File: src/rtl/mult_share_pkg.sv
// Shared types and defaults for the two-requester multiplier sharing block.
package mult_share_pkg;

  localparam int WIDTH_DEF   = 4;
  localparam int TIMEOUT_DEF = 64;
  localparam int CNT_W_DEF   = 7;

  localparam logic ID_REQ0 = 1'b0;
  localparam logic ID_REQ1 = 1'b1;

  typedef enum logic [1:0] {
    S_IDLE  = 2'd0,
    S_ISSUE = 2'd1,
    S_WAIT  = 2'd2,
    S_DONE  = 2'd3
  } state_t;

  function automatic logic [1:0] onehot2(input logic id);
    return id ? 2'b10 : 2'b01;
  endfunction

endpackage

File: src/rtl/rr_arbiter2.sv
// Two-way round-robin pick: on a tie the requester not served last wins.
module rr_arbiter2
  import mult_share_pkg::*;
(
  input  logic [1:0] i_req,
  input  logic       i_last,
  output logic       o_valid,
  output logic [1:0] o_gnt,
  output logic       o_id
);

  always_comb begin
    o_id = ID_REQ0;
    if (i_req == 2'b11) begin
      o_id = ~i_last;
    end else if (i_req[1]) begin
      o_id = ID_REQ1;
    end
  end

  assign o_valid = |i_req;
  assign o_gnt   = o_valid ? onehot2(o_id) : 2'b00;

endmodule

File: src/rtl/mult_share_arbiter.sv
// Shares one external 4x4 multiplier between two req/gnt requesters, with
// round-robin arbitration, done edge detection and a hung-multiplier timeout.
module mult_share_arbiter
  import mult_share_pkg::*;
#(
  parameter int WIDTH   = WIDTH_DEF,
  parameter int TIMEOUT = TIMEOUT_DEF,
  parameter int CNT_W   = CNT_W_DEF
) (
  input  logic               CLK,
  input  logic               RESET,
  input  logic               req0,
  input  logic               req1,
  input  logic [WIDTH-1:0]   a0,
  input  logic [WIDTH-1:0]   b0,
  input  logic [WIDTH-1:0]   a1,
  input  logic [WIDTH-1:0]   b1,
  output logic [1:0]         gnt,
  output logic               busy,
  output logic               rsp_valid,
  output logic               rsp_id,
  output logic [2*WIDTH-1:0] rsp_product,
  output logic               rsp_timeout,
  output logic               mul_start,
  output logic [WIDTH-1:0]   mul_mplr,
  output logic [WIDTH-1:0]   mul_mcand,
  input  logic [2*WIDTH-1:0] mul_product,
  input  logic               mul_done
);

  state_t           r_state;
  logic             r_last;
  logic             r_opId;
  logic             r_doneQ;
  logic [CNT_W-1:0] r_cnt;

  logic       w_valid;
  logic [1:0] w_gnt;
  logic       w_id;
  logic       w_doneRise;

  rr_arbiter2 u_arb (
    .i_req  ({req1, req0}),
    .i_last (r_last),
    .o_valid(w_valid),
    .o_gnt  (w_gnt),
    .o_id   (w_id)
  );

  // A done level left high from an earlier op must not complete the next one.
  assign w_doneRise = mul_done & ~r_doneQ;

  always_ff @(posedge CLK or posedge RESET) begin
    if (RESET) begin
      r_state     <= S_IDLE;
      r_last      <= ID_REQ1;
      r_opId      <= ID_REQ0;
      r_doneQ     <= 1'b0;
      r_cnt       <= '0;
      gnt         <= 2'b00;
      busy        <= 1'b0;
      rsp_valid   <= 1'b0;
      rsp_id      <= 1'b0;
      rsp_product <= '0;
      rsp_timeout <= 1'b0;
      mul_start   <= 1'b0;
      mul_mplr    <= '0;
      mul_mcand   <= '0;
    end else begin
      r_doneQ <= mul_done;
      case (r_state)
        S_IDLE: begin
          if (w_valid) begin
            r_state   <= S_ISSUE;
            busy      <= 1'b1;
            gnt       <= w_gnt;
            mul_start <= 1'b1;
            r_opId    <= w_id;
            mul_mplr  <= w_id ? a1 : a0;
            mul_mcand <= w_id ? b1 : b0;
          end
        end
        S_ISSUE: begin
          r_state   <= S_WAIT;
          gnt       <= 2'b00;
          mul_start <= 1'b0;
          r_cnt     <= '0;
        end
        S_WAIT: begin
          if (w_doneRise) begin
            r_state     <= S_DONE;
            rsp_valid   <= 1'b1;
            rsp_id      <= r_opId;
            rsp_product <= mul_product;
            rsp_timeout <= 1'b0;
          end else if (r_cnt == CNT_W'(TIMEOUT - 1)) begin
            r_state     <= S_DONE;
            rsp_valid   <= 1'b1;
            rsp_id      <= r_opId;
            rsp_product <= '0;
            rsp_timeout <= 1'b1;
          end else begin
            r_cnt <= r_cnt + CNT_W'(1);
          end
        end
        S_DONE: begin
          r_state   <= S_IDLE;
          rsp_valid <= 1'b0;
          busy      <= 1'b0;
          r_last    <= r_opId;
        end
        default: r_state <= S_IDLE;
      endcase
    end
  end

endmodule

File: config.mk
export PLATFORM = sky130hd
export DESIGN_NAME = mult_share_arbiter
export DESIGN_NICKNAME = d
export VERILOG_FILES = /design/src/rtl/mult_share_pkg.sv /design/src/rtl/rr_arbiter2.sv /design/src/rtl/mult_share_arbiter.sv
export SDC_FILE = /design/constraint.sdc
export NUM_CORES = 1
export LEC_CHECK = 0
export CORE_MARGIN = 3
export CORE_UTILIZATION = 38
export CTS_CLUSTER_SIZE = 16
export DETAILED_ROUTE_END_ITERATION = 8
export PLACE_DENSITY = 0.67
export REMOVE_ABC_BUFFERS = 1
export SETUP_SLACK_MARGIN = 0.15
export SLEW_MARGIN = 20
export SYNTH_ARGS = -nofsm -noshare
export SYNTH_HDL_FRONTEND = slang
export SYNTH_SLANG_ARGS = --single-unit
File: constraint.sdc
create_clock -name CLK -period 2.1 [get_ports CLK]
set_clock_uncertainty 0.15 [all_clocks]
set_input_delay 0.21 -clock CLK [delete_from_list [all_inputs] [get_ports CLK]]
set_output_delay 0.21 -clock CLK [all_outputs]
set_load 0.005 [all_outputs]
# ---- Word-level counts from Yosys, hierarchy flattened
# Cells that the tools add are included.
dict set report word_totals {
  regBits 35
}
dict set report classes {
  n_addsub 1
  eq_ne 9
  muxes 25
  n_bitwise 3
  n_reduce_logical 14
}
# op count
set ops {}
lappend ops {{two-way mux 8 bit} 2}
lappend ops {{two-way mux 7 bit} 2}
lappend ops {{case mux 7 bit (2 select lines)} 1}
lappend ops {{AND reduction 2 bit} 6}
lappend ops {{two-way mux 2 bit} 5}
lappend ops {{nonzero test 2 bit} 5}
lappend ops {{two-way mux 1 bit} 8}
lappend ops {{two-way mux 4 bit} 2}
lappend ops {{case mux 2 bit (4 select lines)} 1}
lappend ops {{adder 7 x 1 -> 7 bit (second input constant)} 1}
lappend ops {{equality test 7 x 6 -> 1 bit (second input constant)} 1}
lappend ops {{equality test 2 bit (second input constant)} 3}
lappend ops {{case mux 1 bit (2 select lines)} 3}
lappend ops {{inequality test 2 bit (second input constant)} 2}
lappend ops {{case mux 2 bit (2 select lines)} 1}
lappend ops {{inequality test 3 bit (second input constant)} 1}
lappend ops {{AND reduction 3 bit} 1}
lappend ops {{equality test 2 x 1 -> 1 bit (second input constant)} 1}
lappend ops {{zero test 2 bit} 1}
lappend ops {{inequality test 2 x 1 -> 1 bit (second input constant)} 1}
lappend ops {{inverter 1 bit} 2}
lappend ops {{OR reduction 2 bit} 1}
lappend ops {{bitwise AND 1 bit} 1}

# ---- Longest topological paths before layout
dict set report depth {
  word_depth 5
  ltp_mapped 6
  ltp_nobuf 5
}

# ---- By module
# A second synthesis with hierarchy kept.
dict set report unflattened {
  hier_cells 167
  area_unflattened_um2 1677.9
}
# module n_inst cells_each area_per_inst_um2 seq_area_each_um2
set by_module_without_submodules {}
lappend by_module_without_submodules {mult_share_arbiter 1 162 1645.3 877.1}
lappend by_module_without_submodules {rr_arbiter2 1 5 32.5 0.0}

# ---- Worst setup path after synthesis
# OpenSTA, ideal clock, no wires.
dict set report synth_timing {
  kind {reg2reg}
  start {reg r_cnt[0]}
  end {reg rsp_id}
  setup_time_ns 0.125
  arrival_time_ns 1.484
  required_time_ns 1.825
  setup_slack_ns 0.341
  stages_incl_launch_ff 6
  path_buffers 1
  path_cell_list {dfrtp_1 -> ha_1 -> and3b_1 -> buf_6 -> a21oi_4 -> mux2_4}
}
dict set report synth_between {
  elab_chain_len 3
}
# item line
set synth_rtl {}
lappend synth_rtl {{start, declared} mult_share_arbiter.sv:35} ;# logic [CNT_W-1:0] r_cnt;
lappend synth_rtl {{start signal, assigned} mult_share_arbiter.sv:103} ;# r_cnt <= r_cnt + CNT_W'(1);
lappend synth_rtl {{equality test 7 x 6 -> 1 bit} mult_share_arbiter.sv:96} ;# end else if (r_cnt == CNT_W'(TIMEOUT - 1)) begin
lappend synth_rtl {{nonzero test 2 bit (no line)} -}
lappend synth_rtl {{AND reduction 2 bit (no line)} -}
lappend synth_rtl {{end signal, assigned} mult_share_arbiter.sv:93} ;# rsp_id <= r_opId;
lappend synth_rtl {{end signal, assigned} mult_share_arbiter.sv:99} ;# rsp_id <= r_opId;
lappend synth_rtl {{end, declared} mult_share_arbiter.sv:21} ;# output logic rsp_id,
# Every way passes these cells.
# A chain may end at the register's enable or synchronous reset.

# ---- Worst setup path in the final report
dict set report layout_timing {
  start {reg r_state[0]}
  end {reg rsp_product[0]}
}
dict set report layout_between {
  elab_chain_len 2
}
# item line
set layout_rtl {}
lappend layout_rtl {{start, declared} mult_share_arbiter.sv:31} ;# state_t r_state;
lappend layout_rtl {{start signal, assigned} mult_share_arbiter.sv:55} ;# r_state <= S_IDLE;
lappend layout_rtl {{start signal, assigned} mult_share_arbiter.sv:74} ;# r_state <= S_ISSUE;
lappend layout_rtl {{start signal, assigned} mult_share_arbiter.sv:84} ;# r_state <= S_WAIT;
lappend layout_rtl {{equality test 2 bit} mult_share_arbiter.sv:71} ;# case (r_state)
lappend layout_rtl {{AND reduction 2 bit (no line)} -}
lappend layout_rtl {{end signal, assigned} mult_share_arbiter.sv:94} ;# rsp_product <= mul_product;
lappend layout_rtl {{end, declared} mult_share_arbiter.sv:22} ;# output logic [2*WIDTH-1:0] rsp_product,
# Every way passes these cells.

==> reports/results.ini <==
[synthesis]
yosys-top-cells-area=dfrtp_1 (49%), a22o_1 (5.1%), mux2i_1 (4.7%), ha_1 (4.4%), o21ai_0 (3.5%)
ys_ff_latch=35
synth-edff-count=0
synth_area_sq_mm=0.00172
yosysTopAreaCellShare_pct=49.5
synth.distinct_cells=49
synth_area_leader_cell=dfrtp_1
ys.flop_type=dfrtp_1
yosysSeqAreaShare_pct=51.0
synthCells=151
async_flop_share_pct=100
syn_area_per_cell_sq_um=11.4
synth.yosys.warnings=0

[cts]
cts_sinks=35
clk_path_buf_depth=2
cts_max_level=2
cts_tree=done
cts_buffers=5
clk_pin_slew_worst_paths_ns=0.07
clk_latency_ns=0.27
cts_root_buf=clkbuf_8

[detailed_routing]
wl_um=3920
drtAntennaViolNets=0
vias=1392
avgRoutedWirePerCell_um=14.9
drtIter0Drc=55
dr.pass1.iters=4
viasPerCell=5.29
drc=0

[timing]
slew_viol_final=0
final-hold-violation-count=0
slew_headroom_pct=71.0
fin_ws_ns=0.214
clock.fmax_mhz=530
final_min_period_over_clock_period_pct=89.8
period_minus_slack_ns=1.89
rsz0062_at_grt=yes
fin_tns_setup_ns=0
tightest_slew_ns=0.436
setup_viol=0

[die]
die_y_um=73.3
dieArea_sq_mm=0.00537
dieWidth_um=73.3
num_io_pins=52
rows=23
core_sq_mm=0.00417
start_util_pct=41.2

[status]
status=finished clean

[layout]
antenna_cells=0
final_area_sq_mm=0.00242
final_cells=263
nNetsFinal=247
area_growth_pct=40.8
nFillCells=328
drive_above_1_share_pct=12.7

[critical_path]
r2r_setup_slack_ns=0.21
worstPathMaxFanout=8
start_kind=flip-flop
worst-path-buf-inv=2
max_stage_delay_ns=0.42
worstPathArrival_ns=1.90
crit_slowest_cell=dfrtp_1
cpLargestDelayFamily=flip-flops
path_class=flip-flop to flip-flop
worstPathRequired_ns=2.11
cp-end-kind=flip-flop
path_cells=inv_1, ha_1, and4_4, a21oi_4, buf_4, a22o_1

[placement]
routabilityCongestion=0.831
placed_area_sq_mm=0.00230
hpwl_um=3010
dp_slack_ns=0.128
numPlacedInstances=253
io_buffers=51

[grt]
overflow=0
grt_max_degree=36
antenna_found_initial=0
grt_pass1_vias=1415
grt_pass1_wl_um=6460
grt.total_usage_pct=15.3

[power]
ir_drop_mv=0.674
p_per_area_mw_per_mm2=1220
p_leak_nw=1.06

[worst_hold_path]
hp-class=input port to asynchronous set/reset pin

[job]
maxCapViolations=0

[layer usage]
| layer | GRT usage (%) | part of all wire, % | wire length [um] | vias to the layer above |
|---|---|---|---|---|
| met5 | 0 | 0 | 0 | - |
| met2 | 24.9 | 47 | 1850 | 38 |
| met1 | 20.1 | 47 | 1840 | 668 |
| met4 | 3.89 | 0.92 | 36 | 0 |
| li1 | - | - | - | 684 |
| met3 | 4.38 | 4.7 | 185 | 2 |
[state kept, by name, summed over array words and instances (netlist names)]
| name | flops |
|---|---|
| r_opId | 1 |
| r_last | 1 |
| gnt | 2 |
| rsp_id | 1 |
| mul_start | 1 |
| r_doneQ | 1 |
| rsp_timeout | 1 |
| rsp_product | 8 |
| mul_mcand | 4 |
| mul_mplr | 4 |
| r_cnt | 7 |
| r_state | 2 |
| rsp_valid | 1 |
| busy | 1 |
[path summary, 6_finish.rpt]
kind,startpoint,end,cells past startpoint
max reg2reg,r_state[0],rsp_product[0],6
max,r_state[0],rsp_product[0],6
min reg2reg,mul_mplr[2],mul_mplr[2],2
min,RESET,mul_mplr[0],3
min in group CLK,mul_done,r_doneQ,1
max in group asynchronous,RESET,r_last,3
[cell families after synthesis]
family / share of synthesized area, %
AOI/OAI and AO/OA: 22.5
and+or+nand+nor: 12.1
DFF: 51.0
buffers and inverters: 3.86
muxes: 6.19
adders and majority gates: 4.37
[power by group]
group / total, mW / internal, mW / leakage (nW) / switching (mW)
sequential: 1.13 / 0.950 / 0.440 / 0.176
clock: 0.518 / 0.299 / 0.0515 / 0.218
combinational: 1.32 / 0.775 / 0.564 / 0.540
total: 2.96 / 2.02 / 1.06 / 0.934
[repair_timing]
action / 4_1_cts / 5_1_grt
gates cloned: 0 / 0
resized for setup: 0 / 0
hold buffers: 0 / 0
buffers inserted: 2 / 0
setup endpoints to repair: 1 / 13
[stage by stage]
stage / total power [mW] / utilization, % / hold WS (ns)
after detailed placement: 2.46 / 55.2 / 0.334
after global placement: 2.42 / 55.2 / 0.315
after global routing: 3.20 / 58.0 / 0.243
final: 2.96 / 58.0 / 0.187
after CTS: 3.00 / 58.0 / 0.204
after floorplan: 1.77 / - / 0.0914
[synth_stat cells (2+ instances only)]
cell      count
a22o_1       10
buf_2         2
dfrtp_1      34
inv_1         7
a211oi_1      5
nand3_1       5
o211ai_1      2
nor2b_1       2
ha_1          6
a21oi_1       6
mux2i_1       8
buf_4         2
a32o_1        2
nor2_1        3
nand2b_1      2
nor3b_1       2
o21ai_0      12
nand2_1      10
[final cells by class]
| type | count | area, sq um | area share [%] |
|---|---|---|---|
| Timing Repair Buffer | 60 | 578 | 23.9 |
| Tap cell | 50 | 62.6 | 2.59 |
| Multi-Input combinational cell | 103 | 776 | 32.1 |
| Sequential cell | 35 | 877 | 36.2 |
| Clock buffer | 8 | 100 | 4.14 |
| Inverter | 7 | 26.3 | 1.09 |
[worst min-delay path: stages]
cell and delay, ns:
clkdlybuf4s50_1 0.40, inv_1 0.05, buf_4 0.38
[layout by cell type, fill, tap and decap left out, types with 3 or more instances in the layout]
cell type	Yosys	final
ha_1	6	6
buf_4	2	9
nand2_1	10	10
o21ai_0	12	12
a211oi_1	5	5
inv_1	7	7
dfrtp_1	34	34
nand3_1	5	5
mux2i_1	8	8
clkbuf_8	0	7
a22o_1	10	10
a21oi_1	6	6
nor2_1	3	3
clkdlybuf4s50_1	0	51
Note: power is estimated with default switching activity, not from simulation.
==> edit 1: new RTL, same flow settings <==
Set the package constant `TIMEOUT_DEF` to 48 (it was 64).
--- a/src/rtl/mult_share_pkg.sv
+++ b/src/rtl/mult_share_pkg.sv
@@ -3,5 +3,5 @@
 
   localparam int WIDTH_DEF   = 4;
-  localparam int TIMEOUT_DEF = 64;
+  localparam int TIMEOUT_DEF = 48;
   localparam int CNT_W_DEF   = 7;
 
Formal check against the unedited RTL: no difference found for any inputs over 10 cycles, from zero or initial values and one cycle with RESET high; that may be too few to reach the edited logic, so the function may still have changed.
==> edit 1 against the original RTL <==
- cell area up 1.0%
- synthesized area up 1.8%
- worst setup slack better by 4.5 ps
- count of clock-buffer cells in the layout unchanged
- sequential share of layout area down 0.37 points
- sequential cell count unchanged
- critical path depth unchanged
- die area up 1.7%
- synthesized cell count up 3.3%
- total power up 3.2%
- first-iteration DRC count rose to 2.6 times the old value
- wire length up 5.7%
- critical path type unchanged
==> edit 1: results (changes against the original RTL) <==
* Status: finished, final reports clean
* Routing usage on met2 at 0.2421 (-0.007129)
* Met3 Usage GRT at 0.05198 (+0.008208)
* Share of post-route cells with drive strength above 1 at 0.1111 (-0.01565)
* Largest registers: rsp_product x8, r_cnt x7
* RR Endpoint: r_cnt[2]
* Drt pass-1 iters at 4 (unchanged)
* Violation count after the first detailed-route iteration at 145 (+160%)
* Peak supply drop at 0.0004993 V (-26%)
* Most used standard cells in the synthesized netlist: dfrtp_1 (34), nand2_1 (15), a22o_1 (10)
* Leakage power total at 1.041 nW (-1.3%)
* Arrival @ worst endpoint at 1890 ps
* Power spent charging and discharging nets at 1.006 mW (+7.7%)
* Fraction of registers with async set/reset at 1.000 (unchanged)
* FF+latch count, synth at 35 (unchanged)
* CTS max path bufs at 2 (unchanged)
* Post-DP HPWL at 3071 um (+2.1%)
* Number of multi-input combinational cells in the layout at 107 (+3.9%)
* Crit Path Max Fanout at 10 (+2)
* Slew at the pin closest to its max-slew limit at 495.9 ps (+60.23 ps)
* Layout inverter count without the clock tree at 8 (+1)
* Max incr delay on CP at 440 ps (+20 ps)
* Critical Path Sink Type: flop
* Largest net degree at the start of global routing at 36 (unchanged)
* Top delay family on crit path: compound AO/OA/AOI/OAI gates
* Post-synth top flop: dfrtp_1
* Number of nets in the layout at 250 (+1.2%)
* Multi-input gate area at 809.5 sq um (+4.4%)
* Count of input and output buffers at 51 (unchanged)
* Detailed Route WL at 4141 um (+5.7%)
* Via count of the first global-routing pass at 1446 (+2.2%)
* Total number of vias at 1459 (+4.8%)
* Logic gate share of total power at 0.451 (+0.007)
* Part of the cycle the worst path needs at 0.8958 (-0.002154)
* First-pass GRT wire length at 6782 um (+5.0%)
* Relative area of clock buffers and inverters in the final design at 0.04094 (-0.0004233)
* # fillers at 379 (+16%)
* Count of non-CTS buffers in the layout at 58 (-3.3%)
* Flip-flop and latch share of the layout cell area at 0.3588 (-0.003709)
* Non-clock buffer contribution to total cell area at 0.2303 (-0.008586)
* Synthesized-area fraction occupied by adder cells at 0.04289 (-0.0007803)
* Grt met1 use at 0.2238 (+0.02323)
* H-tree level count at 2 (unchanged)
* Max stage delay cell, worst path: a2111oi_0
* Post-placement setup slack at 204.3 ps (+76.63 ps)
* Xor/xnor share of the synthesized area at 0 (unchanged)
* Sequential-to-total area share from yosys stat at 0.5011 (-0.009117)
* Yosys cell types at 50 (+2.0%)
* Combined global-route utilization of all metal layers at 0.1646 (+0.01140)
* Worst-skew pair later-pin latency at 280 ps
* Cell types occupying the most area after synthesis: dfrtp_1 (49%), a22o_1 (5.0%), mux2i_1 (4.6%)
* GP Congestion at 0.7892 (-5.0%)
* Number of clock buffers inserted by TritonCTS at 5 (unchanged)
* Comb. pwr at 1.38 mW (+5%)
* Compound-Gate Fraction of Synth Area at 0.2216 (-0.003304)
* Reg-to-reg critical path startpoint: r_state[0]
* Share of synthesized area spent on multiplexers at 0.06076 (-0.001105)
==> edit 1: cell types whose count changed in the layout (fill, tap and decap cells not counted), moves of 2 or more <==
cell,before,now
buf_4,9,7
a2111oi_0,0,2
a21oi_1,6,4
nand3_1,5,3
o21ai_0,12,8
o21ai_1,1,3
a211oi_1,5,2
nand2_1,10,15
==> edit 1: routing by layer <==
metal	wire [um]	vias up
li1	-	703
met1	1827	689
met2	1958	61
met3	317	6
met4	38	0
met5	0	-
==> edit 1: repair_timing <==
item                                   in CTS  in global routing
setup endpoints to repair                   0                 11
endpoints found under the hold margin       0                  0
resized for setup                           0                  3
setup buffers                               0                  0
==> edit 1: metrics by stage <==
step                hold WS (ps)  std cells    util  instance area, sq um
global route               221.1        268  0.5539                  2445
detailed placement         323.9        260  0.5298                  2338
global placement           312.2        260  0.5298                  2338
CTS                        180.6        268  0.5524                  2439
finish                     176.2        268  0.5539                  2445
floorplan                  91.43        150       -                  1710
==> edit 2: new RTL, config.mk and constraints unchanged <==
Made on the original files. Encoding of `state_t`: now Gray code (2 bits for 4 states).
--- a/src/rtl/mult_share_pkg.sv
+++ b/src/rtl/mult_share_pkg.sv
@@ -10,8 +10,8 @@
 
   typedef enum logic [1:0] {
-    S_IDLE  = 2'd0,
-    S_ISSUE = 2'd1,
-    S_WAIT  = 2'd2,
-    S_DONE  = 2'd3
+    S_IDLE  = 2'b00,
+    S_ISSUE = 2'b01,
+    S_WAIT  = 2'b11,
+    S_DONE  = 2'b10
   } state_t;
 
Behaviour: same outputs for any inputs over 10 cycles, from zero or initial values and one cycle with RESET high; not proved beyond that.
==> edit 2 against the original RTL <==
- core utilization grew 1.4 points
- synthesized area down 9.8%
- total power down 8.2%
- critical path depth decreased by 1
- wire length shrank 10%
- cell area fell by 6.8%
- worst setup slack better by 95 ps
- sequential cell count unchanged
- die area decreased by 9.0%
- global-route usage increased by 0.79 points
- highest routed layer unchanged
==> edit 2: results (changes against the original RTL) <==
* Slew at the pin closest to its max-slew limit at 496.9 ps (+61.26 ps)
* RR Endpoint: rsp_id
* Max incr delay on CP at 400 ps (-20 ps)
* Average size of a mapped cell at 11.07 sq um (-2.7%)
* Leakage power total at 1.030 nW (-2.5%)
* GP Congestion at 0.7812 (-6.0%)
* Number of nets in the layout at 231 (-6.5%)
* Arrival @ worst endpoint at 1800 ps (-100 ps)
* Status: finished, final reports clean
* Cell types occupying the most area after synthesis: dfrtp_1 (55%), a22o_2 (5.2%), mux2i_1 (5.2%)
* Total number of vias at 1307 (-6.1%)
* Post-DP HPWL at 2683 um (-11%)
* Via density per instance at 5.228 (-1.2%)
* Via count of the first global-routing pass at 1416 (+0.071%)
* Worst-skew pair later-pin latency at 270 ps (about the same)
* Routing usage on met2 at 0.2623 (+0.01307)
* Top delay family on crit path: flip-flops
* Share of post-route cells with drive strength above 1 at 0.1535 (+0.02670)
* Area of the mapped netlist at 0.001550 sq mm (-9.8%)
* Peak supply drop at 0.0006018 V (-11%)
* Reg-to-reg slack, setup at 310 ps (+100 ps)
* Count of input and output buffers at 51 (unchanged)
* Reg-to-reg critical path startpoint: r_cnt[0]
* Yosys cell types at 39 (-20%)
* # fillers at 324 (-1.2%)
* Met3 Usage GRT at 0.04460 (+0.0008287)
* Routed wirelength normalized by instance count at 14.06 um (-5.6%)
* Crit Path Max Fanout at 9 (+1)
* Worst hold slack after final layout at 114.2 ps (-73.12 ps)
* Number of setup buffers added after CTS at 0 (-2)
* First-pass GRT wire length at 6368 um (-1.4%)
* Largest net degree at the start of global routing at 18 (-50%)
* Crit. Startpoint: r_cnt[0]
* Most used standard cells in the synthesized netlist: dfrtp_1 (34), nand2_1 (20), o21ai_0 (12), a22o_2 (8), mux2i_1 (8)
* Clock-pin slew of the registers on the worst-case setup and hold paths at 70 ps (about the same)
* Dpl cells at 240 (-5.1%)
* Sequential-to-total area share from yosys stat at 0.5658 (+0.05559)
* Violation count after the first detailed-route iteration at 62 (+13%)
* Combined global-route utilization of all metal layers at 0.1611 (+0.007879)
* Grt met1 use at 0.2022 (+0.001683)
-- edit 2: cell type report --
| type | instances | area, sq um | share of cell area |
|---|---|---|---|
| Tap cell | 48 | 60.06 | 0.02662 |
| Clock buffer | 7 | 76.32 | 0.03383 |
| Clock inverter | 1 | 5.005 | 0.002219 |
| Timing Repair Buffer | 61 | 598.1 | 0.2651 |
| Inverter | 6 | 22.52 | 0.009983 |
| Multi-Input combinational cell | 92 | 616.8 | 0.2734 |
| Sequential cell | 35 | 877.1 | 0.3888 |
-- edit 2: kinds of logic (layout without fill, tap and decap cells) --
group           Yosys count  count (layout)  share of synthesized area
compound gates           41              41                     0.1921
fa+ha+maj                 1               1                   0.008070
buf+inv                  13              75                    0.03632
flops                    35              35                     0.5658
mux                      10              10                    0.06860
simple gates             40              40                     0.1291
-- edit 2: metrics by stage --
step / utilization / area (sq um) / total power [mW] / setup slack [ps]
final: 0.5939 / 2256 / 2.716 / 309.4
after global routing: 0.5939 / 2256 / 2.937 / 191.1
after CTS: 0.5899 / 2241 / 2.745 / 274.3
after detailed placement: 0.5685 / 2160 / 2.273 / 264.3
after global placement: 0.5685 / 2160 / 2.243 / 283.9
after floorplan: - / 1516 / 1.612 / 410.8
-- edit 2: per-layer routing --
metal / share of wire / routed length (um) / vias up
met2: 0.49 / 1740 / 53
met1: 0.41 / 1453 / 619
met3: 0.073 / 257 / 7
li1: - / - / 628
met4: 0.018 / 65 / 0
met5: 0 / 0 / -
-- edit 2: power breakdown --
| group | switching [mW] | leakage, nW | internal, mW |
|---|---|---|---|
| clock | 0.224 | 0.0422 | 0.233 |
| combinational | 0.438 | 0.547 | 0.670 |
| sequential | 0.204 | 0.440 | 0.947 |
